### config.mk
export PLATFORM = sky130hd
export DESIGN_NAME = freq_generator
export DESIGN_NICKNAME = d
export VERILOG_FILES = /design/src/rtl/freq_generator.sv
export SDC_FILE = /design/constraint.sdc
export NUM_CORES = 1
export LEC_CHECK = 0
export ABC_AREA = 1
export BUFFER_PORTS_ARGS = -buffer_cell sky130_fd_sc_hd__buf_4
export CAP_MARGIN = 20
export CORE_MARGIN = 5
export CORE_UTILIZATION = 50
export DETAILED_ROUTE_END_ITERATION = 10
export GPL_TIMING_DRIVEN = 0
export PLACE_DENSITY = 0.69
export SLEW_MARGIN = 20
export SYNTH_ARGS = -nofsm -noshare
export SYNTH_HDL_FRONTEND = slang
export SYNTH_SLANG_ARGS = --single-unit
### constraint.sdc
create_clock -name clk -period 4.1 [get_ports clk]
set_input_delay 0.82 -clock clk [delete_from_list [all_inputs] [get_ports clk]]
set_output_delay 0.82 -clock clk [all_outputs]
set_load 0.1 [all_outputs]
### src/rtl/freq_generator.sv
// CSR-programmable square-wave generator: gen_clk period is 2*(HALF_PERIOD+1) clk cycles.
// Define FREQ_GENERATOR_BURST_EN to add BURST_LEN and CTRL.BURST (stop after N rising edges).
module freq_generator #(
  parameter logic [31:0] DEFAULT_HALF_PERIOD = 32'd24,
  parameter logic [31:0] VERSION             = 32'h0001_0000
) (
  input  logic        clk,
  input  logic        reset,
  input  logic [3:0]  csr_address,
  input  logic        csr_read,
  output logic [31:0] csr_readdata,
  input  logic        csr_write,
  input  logic [31:0] csr_writedata,
  output logic        gen_clk,
  output logic        busy
);

  typedef enum logic [1:0] {StIdle, StLow, StHigh, StDone} state_e;

  state_e      state_q, state_d;
  logic        enable_q, enable_d;
  logic [31:0] half_period_q, half_period_d;
  logic [31:0] edge_count_q, edge_count_d;
  logic [31:0] phase_cnt_q, phase_cnt_d;
  logic [31:0] shadow_q, shadow_d;
  logic [31:0] readdata_q, readdata_d;
  logic [31:0] rdata;
  logic        gen_clk_q;
  logic        wr_ctrl, wr_half;
  logic        phase_end;
  logic        burst_hit;
  logic        burst_bit;

  assign wr_ctrl   = csr_write && (csr_address == 4'd0);
  assign wr_half   = csr_write && (csr_address == 4'd1);
  assign phase_end = (phase_cnt_q == shadow_q);

`ifdef FREQ_GENERATOR_BURST_EN
  logic        burst_q, burst_d;
  logic [31:0] burst_len_q, burst_len_d;
  logic        wr_burst_len;

  assign wr_burst_len = csr_write && (csr_address == 4'd4);
  assign burst_bit    = burst_q;
  // Edge count already includes the rising edge of the HIGH phase now ending.
  assign burst_hit    = burst_q && (burst_len_q != 32'd0) && (edge_count_q == burst_len_q);

  always_comb begin
    burst_d     = burst_q;
    burst_len_d = burst_len_q;
    if (wr_ctrl) burst_d = csr_writedata[1];
    if (wr_burst_len) burst_len_d = csr_writedata;
  end

  always_ff @(posedge clk) begin
    if (reset) begin
      burst_q     <= 1'b0;
      burst_len_q <= 32'd0;
    end else begin
      burst_q     <= burst_d;
      burst_len_q <= burst_len_d;
    end
  end
`else
  assign burst_bit = 1'b0;
  assign burst_hit = 1'b0;
`endif

  always_comb begin
    enable_d      = enable_q;
    half_period_d = half_period_q;
    if (wr_ctrl) enable_d = csr_writedata[0];
    if (wr_half) half_period_d = csr_writedata;
  end

  // Reloads sample half_period_q, so a write landing on a boundary applies one phase later.
  always_comb begin
    state_d      = state_q;
    phase_cnt_d  = phase_cnt_q;
    shadow_d     = shadow_q;
    edge_count_d = edge_count_q;
    unique case (state_q)
      StIdle: begin
        if (enable_d) begin
          state_d      = StLow;
          phase_cnt_d  = 32'd0;
          shadow_d     = half_period_q;
          edge_count_d = 32'd0;
        end
      end
      StLow: begin
        if (phase_end) begin
          state_d      = StHigh;
          phase_cnt_d  = 32'd0;
          shadow_d     = half_period_q;
          edge_count_d = edge_count_q + 32'd1;
        end else begin
          phase_cnt_d = phase_cnt_q + 32'd1;
        end
      end
      StHigh: begin
        if (phase_end) begin
          state_d     = burst_hit ? StDone : StLow;
          phase_cnt_d = 32'd0;
          shadow_d    = half_period_q;
        end else begin
          phase_cnt_d = phase_cnt_q + 32'd1;
        end
      end
      StDone: begin
        phase_cnt_d = 32'd0;
      end
      default: begin
        state_d     = StIdle;
        phase_cnt_d = 32'd0;
      end
    endcase
    // Disabling wins in every state, including mid-phase.
    if (!enable_d) begin
      state_d     = StIdle;
      phase_cnt_d = 32'd0;
    end
  end

  always_comb begin
    rdata = 32'd0;
    case (csr_address)
      4'd0:    rdata = {30'd0, burst_bit, enable_q};
      4'd1:    rdata = half_period_q;
      4'd2:    rdata = edge_count_q;
      4'd3:    rdata = VERSION;
`ifdef FREQ_GENERATOR_BURST_EN
      4'd4:    rdata = burst_len_q;
`endif
      default: rdata = 32'd0;
    endcase
    readdata_d = csr_read ? rdata : readdata_q;
  end

  always_ff @(posedge clk) begin
    if (reset) begin
      state_q       <= StIdle;
      enable_q      <= 1'b0;
      half_period_q <= DEFAULT_HALF_PERIOD;
      edge_count_q  <= 32'd0;
      phase_cnt_q   <= 32'd0;
      shadow_q      <= DEFAULT_HALF_PERIOD;
      readdata_q    <= 32'd0;
      gen_clk_q     <= 1'b0;
    end else begin
      state_q       <= state_d;
      enable_q      <= enable_d;
      half_period_q <= half_period_d;
      edge_count_q  <= edge_count_d;
      phase_cnt_q   <= phase_cnt_d;
      shadow_q      <= shadow_d;
      readdata_q    <= readdata_d;
      gen_clk_q     <= (state_d == StHigh);
    end
  end

  assign csr_readdata = readdata_q;
  assign gen_clk      = gen_clk_q;
  assign busy         = (state_q != StIdle);

endmodule
==> impl_metrics.xml, run 1 <==
<?xml version="1.0" encoding="UTF-8"?>
<metrics>
  <group name="worst_setup_path">
    <metric name="critical_path.max_fanout" unit="">5</metric>
    <metric name="worstPathBufferInverterCount" unit="">3</metric>
    <metric name="path_cells" unit="">inv_1 &gt; ha_1 &gt; inv_1 &gt; buf_4</metric>
    <metric name="worst_path_max_delay_cell" unit="">sky130_fd_sc_hd__dfxtp_1</metric>
    <metric name="critPathRequiredTime" unit="ns">3.28</metric>
    <metric name="worst_r2r_path_depth" unit="">9</metric>
    <metric name="family_with_the_most_delay_on_the_worst_path" unit="">buffers and inverters</metric>
    <metric name="regToRegEndpoint" unit="">edge_count_q[30]</metric>
    <metric name="r2r_start" unit="">edge_count_q[0]</metric>
    <metric name="worst_path_class_setup" unit="">flop to output port</metric>
    <metric name="worstSetupEndpointType" unit="">output port</metric>
    <metric name="timing.critical_path.from_type" unit="">flop</metric>
    <metric name="cp_common_cell" unit="">sky130_fd_sc_hd__inv_1</metric>
    <metric name="reg2reg_slack" unit="ns">1.80</metric>
    <metric name="crit_path_max_incr_delay" unit="ns">0.39</metric>
    <metric name="worst-endpoint-arrival" unit="ns">1.55</metric>
  </group>
  <group name="floorplanning">
    <metric name="die_wd" unit="um">140</metric>
    <metric name="dieArea" unit="mm2">0.0195</metric>
    <metric name="ios" unit="">74</metric>
    <metric name="fp-row-count" unit="">47</metric>
    <metric name="die_y" unit="um">140</metric>
    <metric name="floorplan.initialDensity" unit="%">50.9</metric>
    <metric name="core_area" unit="mm2">0.0165</metric>
  </group>
  <group name="synthesis">
    <metric name="ys_seq_elements" unit="">164</metric>
    <metric name="avgSynthCellArea" unit="um2">6.67</metric>
    <metric name="post_synth_edffs" unit="">0</metric>
    <metric name="yosysSeqAreaShare" unit="%">39.0</metric>
    <metric name="share_of_cell_area_taken_by_muxes_after_synthesis" unit="%">0</metric>
    <metric name="yosys_most_used_dff" unit="">sky130_fd_sc_hd__dfxtp_1</metric>
    <metric name="synth_fa_ha_area_share" unit="%">0.892</metric>
    <metric name="post_synth_inst_count" unit="">1262</metric>
    <metric name="synth_area" unit="mm2">0.00841</metric>
    <metric name="synth-xor-area-share" unit="%">5.73</metric>
    <metric name="synth_top_family_by_area" unit="">simple AND/OR/NAND/NOR gates</metric>
    <metric name="async_reset_ff_share" unit="%">0</metric>
    <metric name="synth_compound_area_share" unit="%">12.3</metric>
    <metric name="synthDistinctLibCells" unit="">36</metric>
    <metric name="post_synth_and_or_nand_nor_area_fraction" unit="%">32.2</metric>
    <metric name="synth_nets" unit="">1308</metric>
    <metric name="yosys_warnings" unit="">0</metric>
  </group>
  <group name="global_route">
    <metric name="antenna_found_initial" unit="">0</metric>
    <metric name="gr_ovfl_total" unit="">0</metric>
    <metric name="via_count_of_the_first_global_routing_pass" unit="">7602</metric>
    <metric name="grt_start_max_net_pins" unit="">17</metric>
    <metric name="grt_use_total" unit="%">25.3</metric>
    <metric name="grt_first_pass_wirelength" unit="um">39500</metric>
  </group>
  <group name="layout">
    <metric name="drive_above_1_share" unit="%">11.8</metric>
    <metric name="design.final.nets" unit="">1398</metric>
    <metric name="n_diodes" unit="">0</metric>
    <metric name="filler_cell_count" unit="">1651</metric>
    <metric name="synthToLayoutAreaGrowth" unit="%">16.6</metric>
  </group>
  <group name="power">
    <metric name="share_of_power_burned_in_combinational_logic" unit="%">4.4</metric>
    <metric name="irDropWorstVdd" unit="uV">324</metric>
    <metric name="switching_share" unit="%">24.2</metric>
    <metric name="power_frac_clock" unit="%">47.8</metric>
    <metric name="sequentialPowerShare" unit="%">47.8</metric>
    <metric name="cellLeakagePower" unit="nW">3.63</metric>
    <metric name="p_int" unit="W">0.00255</metric>
    <metric name="switching_power" unit="W">0.000814</metric>
    <metric name="cellPowerDensity" unit="mW/mm2">343</metric>
  </group>
  <group name="timing">
    <metric name="hold_slack" unit="ns">0.466</metric>
    <metric name="slew_violations" unit="">0</metric>
    <metric name="tightest_slew" unit="ns">0.763</metric>
    <metric name="fin_worst_skew" unit="ns">0.00983</metric>
    <metric name="tns" unit="ns">0</metric>
    <metric name="grt_setup_unrepaired" unit="">no</metric>
    <metric name="post-route-min-period" unit="ns">2.37</metric>
    <metric name="final-setup-viol-count" unit="">0</metric>
    <metric name="relSlewSlack" unit="%">48.6</metric>
    <metric name="final_min_period_over_clock_period" unit="%">57.8</metric>
    <metric name="fmaxAchievable" unit="GHz">0.422</metric>
    <metric name="final_hold_violating_endpoints" unit="">0</metric>
  </group>
  <group name="cts">
    <metric name="cts.path.max_buffers" unit="">2</metric>
    <metric name="clock_tree.htree_level_count" unit="">4</metric>
    <metric name="post_cts_resized" unit="">0</metric>
    <metric name="cts_buffers" unit="">17</metric>
    <metric name="cts-hold-fix-buffers" unit="">0</metric>
    <metric name="worst_setup_hold_path_clk_slew" unit="ns">0.07</metric>
    <metric name="clock_sinks" unit="">164</metric>
    <metric name="clock_tree_from_tritoncts" unit="">yes</metric>
    <metric name="cts_root_buffer" unit="">sky130_fd_sc_hd__clkbuf_16</metric>
    <metric name="cts_setup_buffers" unit="">0</metric>
    <metric name="clock_insertion_delay_worst_skew" unit="ns">0.43</metric>
  </group>
  <group name="routing">
    <metric name="drc" unit="">0</metric>
    <metric name="routed-via-count" unit="">8229</metric>
    <metric name="detail-route-antenna-nets" unit="">0</metric>
    <metric name="wirelength" unit="um">25100</metric>
    <metric name="wl_per_cell" unit="um">15.8</metric>
    <metric name="post_drt_via_cell_ratio" unit="">5.19</metric>
    <metric name="drt_iter0_markers" unit="">677</metric>
    <metric name="first_pass_iters" unit="">5</metric>
  </group>
  <group name="hold_path">
    <metric name="worst_hold_startpoint" unit="">csr_readdata[2]</metric>
    <metric name="hold_endpoint" unit="">csr_readdata[2]</metric>
    <metric name="hold_path.class" unit="">flop to flop</metric>
    <metric name="whs_path_depth" unit="">2</metric>
  </group>
  <group name="flow_run">
    <metric name="cap_violations" unit="">0</metric>
  </group>
  <group name="placement">
    <metric name="gpl.final_weighted_congestion" unit="">0.981</metric>
    <metric name="place.port_buffers" unit="">71</metric>
    <metric name="detailed_place_hpwl" unit="um">19400</metric>
  </group>
  <group name="outcome">
    <metric name="run_status" unit="">finished clean</metric>
  </group>
</metrics>
-- area by class of cell --
| cell class | count | area, um2 | share of cell area, % |
|---|---|---|---|
| buffer | 61 | 297 | 3.02 |
| clock buffer | 18 | 429 | 4.38 |
| clock inverter | 14 | 155 | 1.58 |
| inverter | 142 | 533 | 5.44 |
| multi-input combinational | 895 | 4300 | 43.9 |
| sequential | 164 | 3280 | 33.5 |
| tap | 220 | 275 | 2.81 |
| timing repair buffer | 71 | 533 | 5.44 |
-- layout by cell type (no fill, tap or decap), types with 2 or more instances in the layout --
| master | count |
|---|---|
| sky130_fd_sc_hd__nor4_1 | 6 |
| sky130_fd_sc_hd__clkbuf_16 | 17 |
| sky130_fd_sc_hd__nor3_1 | 12 |
| sky130_fd_sc_hd__nor2_1 | 116 |
| sky130_fd_sc_hd__nor2_4 | 4 |
| sky130_fd_sc_hd__nand3_2 | 2 |
| sky130_fd_sc_hd__o22ai_1 | 15 |
| sky130_fd_sc_hd__nand2_1 | 357 |
| sky130_fd_sc_hd__a21oi_1 | 125 |
| sky130_fd_sc_hd__clkbuf_1 | 30 |
| sky130_fd_sc_hd__nor3_2 | 2 |
| sky130_fd_sc_hd__nand4_1 | 20 |
| sky130_fd_sc_hd__xnor2_1 | 18 |
| sky130_fd_sc_hd__ha_1 | 6 |
| sky130_fd_sc_hd__clkinvlp_4 | 5 |
| sky130_fd_sc_hd__nor2_2 | 8 |
| sky130_fd_sc_hd__inv_1 | 128 |
| sky130_fd_sc_hd__clkinv_1 | 3 |
| sky130_fd_sc_hd__bufinv_16 | 2 |
| sky130_fd_sc_hd__nor3b_1 | 9 |
| sky130_fd_sc_hd__inv_2 | 11 |
| sky130_fd_sc_hd__buf_2 | 18 |
| sky130_fd_sc_hd__nand2_4 | 3 |
| sky130_fd_sc_hd__buf_4 | 75 |
| sky130_fd_sc_hd__o21ai_0 | 54 |
| sky130_fd_sc_hd__or2_2 | 2 |
| sky130_fd_sc_hd__inv_6 | 3 |
| sky130_fd_sc_hd__o21ai_1 | 4 |
| sky130_fd_sc_hd__dfxtp_1 | 164 |
| sky130_fd_sc_hd__clkinv_4 | 3 |
| sky130_fd_sc_hd__clkbuf_2 | 2 |
| sky130_fd_sc_hd__xor2_1 | 37 |
| sky130_fd_sc_hd__nand3_1 | 90 |
| sky130_fd_sc_hd__buf_1 | 6 |
-- power groups by stage --
stage	clock network, W	logic [W]	registers (W)
finish	0.00161	0.000149	0.00161
floorplan	0	0.0000758	0.00165
global route	0.00170	0.000163	0.00161
detailed placement	0	0.000148	0.00165
global placement	0	0.000148	0.00164
CTS	0.00162	0.000149	0.00161
-- cell families after synthesis --
group	after synthesis
DFF	164
buffers and inverters	203
AOI/OAI and AO/OA	201
adders and majority gates	6
xor gates and xnor gates	55
and+or+nand+nor	633
-- tightest hold or removal path, stage by stage (launching register included) --
cell and delay [ns]:
sky130_fd_sc_hd__dfxtp_1 0.31, sky130_fd_sc_hd__nand2_1 0.06, sky130_fd_sc_hd__a21oi_1 0.05
-- routing by layer --
| metal | vias to the layer above | global-route usage [%] | routed length [um] |
|---|---|---|---|
| met5 | - | 0 | 0 |
| met4 | 0 | 7.90 | 635 |
| met3 | 50 | 4.56 | 1130 |
| met2 | 211 | 44.2 | 12400 |
| met1 | 3754 | 31.5 | 10900 |
| li1 | 4214 | - | - |
-- Yosys cell counts, types with 6 or more instances --
cell | count | area [um2]
sky130_fd_sc_hd__clkbuf_1 | 29 | 109
sky130_fd_sc_hd__o21ai_0 | 54 | 270
sky130_fd_sc_hd__ha_1 | 6 | 75.1
sky130_fd_sc_hd__buf_1 | 6 | 22.5
sky130_fd_sc_hd__nand4_1 | 20 | 125
sky130_fd_sc_hd__nor3b_1 | 9 | 67.6
sky130_fd_sc_hd__nor4_1 | 6 | 37.5
sky130_fd_sc_hd__inv_2 | 11 | 41.3
sky130_fd_sc_hd__nor3_1 | 12 | 60.1
sky130_fd_sc_hd__o22ai_1 | 15 | 93.8
sky130_fd_sc_hd__nand2_1 | 357 | 1340
sky130_fd_sc_hd__nor2_2 | 8 | 50.1
sky130_fd_sc_hd__inv_1 | 128 | 480
sky130_fd_sc_hd__buf_2 | 18 | 90.1
sky130_fd_sc_hd__xnor2_1 | 18 | 158
sky130_fd_sc_hd__xor2_1 | 37 | 324
sky130_fd_sc_hd__a21oi_1 | 125 | 626
sky130_fd_sc_hd__nand3_1 | 90 | 450
sky130_fd_sc_hd__dfxtp_1 | 164 | 3280
sky130_fd_sc_hd__nor2_1 | 116 | 435
-- how the worst max path moves through the flow --
stage	start	slack [ns]	end	cells after the start
floorplan	state_q[0]	2.03	busy	3
global placement	csr_address[3]	1.49	csr_readdata[19]	9
detailed placement	csr_address[3]	1.46	csr_readdata[20]	9
CTS	state_q[0]	1.70	busy	4
global route	state_q[0]	1.65	busy	4
finish	state_q[0]	1.73	busy	4
-- stage by stage --
step                setup slack, ns  area, um2  total power (W)  std cells  util (%)
floorplan                      2.03       8410          0.00172       1262         -
global placement               1.49       9220          0.00179       1553      55.8
detailed placement             1.46       9220          0.00179       1553      55.8
CTS                            1.70       9810          0.00338       1585      59.3
global route                   1.65       9810          0.00347       1585      59.3
finish                         1.73       9810          0.00337       1585      59.3
-- state kept, by name (all words and copies together) (netlist names) --
signal / cells
state_q: 2
edge_count_q: 32
gen_clk: 1
shadow_q: 32
csr_readdata: 32
phase_cnt_q: 32
half_period_q: 32
enable_q: 1
Note: power is estimated with default switching activity, not from simulation.
==> run 2: changes to the inputs <==
--- a/config.mk
+++ b/config.mk
@@ -12,7 +12,7 @@
 export CORE_UTILIZATION = 50
 export DETAILED_ROUTE_END_ITERATION = 10
 export GPL_TIMING_DRIVEN = 0
-export PLACE_DENSITY = 0.69
+export PLACE_DENSITY = 0.71
 export SLEW_MARGIN = 20
 export SYNTH_ARGS = -nofsm -noshare
 export SYNTH_HDL_FRONTEND = slang
==> constraint.sdc (replaced) <==
create_clock -name clk -period 2.1 [get_ports clk]
set_input_delay 0.42 -clock clk [delete_from_list [all_inputs] [get_ports clk]]
set_output_delay 0.42 -clock clk [all_outputs]
set_load 0.1 [all_outputs]
==> impl_metrics.xml, run 2 (synthesized netlist as in run 1, its figures left out) <==
<?xml version="1.0" encoding="UTF-8"?>
<metrics>
  <group name="outcome">
    <metric name="run_status" unit="">finished clean</metric>
  </group>
  <group name="timing">
    <metric name="final_min_period_over_clock_period" unit="%">95.3</metric>
    <metric name="grt_setup_unrepaired" unit="">no</metric>
    <metric name="final_hold_violating_endpoints" unit="">0</metric>
    <metric name="fmaxAchievable" unit="GHz">0.500</metric>
    <metric name="fin_worst_skew" unit="ns">0.00717</metric>
    <metric name="relSlewSlack" unit="%">57.2</metric>
    <metric name="final-setup-viol-count" unit="">0</metric>
    <metric name="slew_violations" unit="">0</metric>
    <metric name="tightest_slew" unit="ns">0.637</metric>
    <metric name="post-route-min-period" unit="ns">2.00</metric>
  </group>
  <group name="cts">
    <metric name="cts.path.max_buffers" unit="">2</metric>
    <metric name="clock_tree.htree_level_count" unit="">4</metric>
    <metric name="worst_setup_hold_path_clk_slew" unit="ns">0.06</metric>
    <metric name="clock_tree_from_tritoncts" unit="">yes</metric>
    <metric name="cts_root_buffer" unit="">sky130_fd_sc_hd__clkbuf_16</metric>
    <metric name="clock_insertion_delay_worst_skew" unit="ns">0.44</metric>
    <metric name="clock_sinks" unit="">164</metric>
    <metric name="cts_buffers" unit="">17</metric>
  </group>
  <group name="layout">
    <metric name="n_diodes" unit="">0</metric>
    <metric name="drive_above_1_share" unit="%">12.7</metric>
    <metric name="synthToLayoutAreaGrowth" unit="%">17.5</metric>
    <metric name="final_util" unit="%">59.8</metric>
    <metric name="final_cell_mix" unit="">356 x sky130_fd_sc_hd__nand2_1, 160 x sky130_fd_sc_hd__dfxtp_1, 128 x sky130_fd_sc_hd__inv_1, 125 x sky130_fd_sc_hd__a21oi_1, 115 x sky130_fd_sc_hd__nor2_1</metric>
    <metric name="leading_cell_type_in_the_layout_fill_and_taps_excluded" unit="">sky130_fd_sc_hd__nand2_1</metric>
    <metric name="filler_cell_count" unit="">1628</metric>
    <metric name="design.final.nets" unit="">1401</metric>
  </group>
  <group name="global_route">
    <metric name="antenna_found_initial" unit="">0</metric>
    <metric name="via_count_of_the_first_global_routing_pass" unit="">7799</metric>
    <metric name="grt_first_pass_wirelength" unit="um">39200</metric>
    <metric name="gr_ovfl_total" unit="">0</metric>
    <metric name="grt_start_max_net_pins" unit="">17</metric>
    <metric name="grt_use_total" unit="%">25.1</metric>
  </group>
  <group name="power">
    <metric name="power.total" unit="W">0.00656</metric>
    <metric name="cellLeakagePower" unit="nW">3.66</metric>
    <metric name="cellPowerDensity" unit="mW/mm2">664</metric>
    <metric name="irDropWorstVdd" unit="uV">623</metric>
  </group>
  <group name="worst_setup_path">
    <metric name="timing.critical_path.from_type" unit="">flop</metric>
    <metric name="critical_path.max_fanout" unit="">5</metric>
    <metric name="worstSetupEndpointType" unit="">output port</metric>
    <metric name="critPathRequiredTime" unit="ns">1.68</metric>
    <metric name="worst_path_class_setup" unit="">flop to output port</metric>
    <metric name="worst-endpoint-arrival" unit="ns">1.58</metric>
  </group>
  <group name="floorplanning">
    <metric name="core_area" unit="mm2">0.0165</metric>
    <metric name="dieArea" unit="mm2">0.0195</metric>
    <metric name="ios" unit="">74</metric>
    <metric name="die_wd" unit="um">140</metric>
    <metric name="die_y" unit="um">140</metric>
    <metric name="fp-row-count" unit="">47</metric>
    <metric name="floorplan.initialDensity" unit="%">50.9</metric>
  </group>
  <group name="placement">
    <metric name="gpl.final_weighted_congestion" unit="">0.963</metric>
    <metric name="detailed_place_hpwl" unit="um">19000</metric>
    <metric name="place.port_buffers" unit="">71</metric>
  </group>
  <group name="routing">
    <metric name="wl_per_cell" unit="um">15.6</metric>
    <metric name="routed-via-count" unit="">8267</metric>
    <metric name="drt_iter0_markers" unit="">508</metric>
    <metric name="detail-route-antenna-nets" unit="">0</metric>
    <metric name="first_pass_iters" unit="">5</metric>
    <metric name="wirelength" unit="um">24700</metric>
    <metric name="drc" unit="">0</metric>
    <metric name="post_drt_via_cell_ratio" unit="">5.21</metric>
  </group>
  <group name="hold_path">
    <metric name="hold_path.class" unit="">input port to flop</metric>
  </group>
  <group name="flow_run">
    <metric name="cap_violations" unit="">0</metric>
  </group>
</metrics>
run 2: cell count changes in the layout (fill, tap and decap cells not counted), sizes merged:
cell      change
inv           -3
clkbuf        +4
clkinvlp      -1
buf           +1
clkinv        +2
run 2: final cells by class:
cell class	count	area, um2	area share [%]
plain buffers	61	310	3.14
clock inverters	12	133	1.34
well taps	220	275	2.78
multi-input cells	895	4340	43.9
clock buffers	20	447	4.52
inverters	142	537	5.43
flip-flops and latches	164	3290	33.3
repair buffers	74	556	5.62
run 2: routing by layer:
metal  share of wire (%)  global-route usage [%]  vias to the layer above
met5                   0                       0                        -
met4                 3.4                    10.2                        0
met3                 5.5                    5.15                       53
met2                  49                    42.7                      234
met1                  42                    30.9                     3758
li1                    -                       -                     4222
run 2: metrics by stage:
stage	setup WS (ns)	std cells	hold slack [ns]	TNS, ns	cell area (um2)
6_report	0.0985	1588	0.197	0	9880
5_1_grt	0.0105	1588	0.216	0	9880
4_1_cts	0.00264	1585	0.194	0	9810
3_5_place_dp	-0.130	1553	0.457	-1.29	9220
3_3_place_gp	-0.120	1553	0.457	-1.08	9220
2_1_floorplan	0.434	1262	0.440	0	8410
run 2: worst paths after layout:
| kind | slack [ns] | from | endpoint | cells past startpoint |
|---|---|---|---|---|
| setup / recovery | 0.1 | state_q[0] | busy | 4 |
| hold / removal | 0.20 | csr_writedata[4] | half_period_q[4] | 3 |
| setup reg to reg | 0.15 | phase_cnt_q[25] | edge_count_q[15] | 11 |
| hold reg to reg | 0.47 | csr_readdata[10] | csr_readdata[10] | 2 |
run 2: worst max-delay path, stage by stage (launching register included):
cell and delay [ns]:
sky130_fd_sc_hd__dfxtp_1 0.40, sky130_fd_sc_hd__inv_1 0.08, sky130_fd_sc_hd__ha_1 0.26, sky130_fd_sc_hd__inv_1 0.11, sky130_fd_sc_hd__buf_4 0.29
run 2: report_power, final:
part	switching [W]	total (W)	internal, W
Combinational	0.000200	0.000295	0.0000951
Clock	0.00135	0.00313	0.00178
Sequential	0.0000129	0.00314	0.00313
Total	0.00156	0.00656	0.00500
run 2: timing repair:
item	4_1_cts	5_1_grt
setup buffers	0	3
hold buffers	0	0
resized for setup	2	21
gates cloned	0	0
endpoints found under the setup margin	4	54
pin swaps	0	3
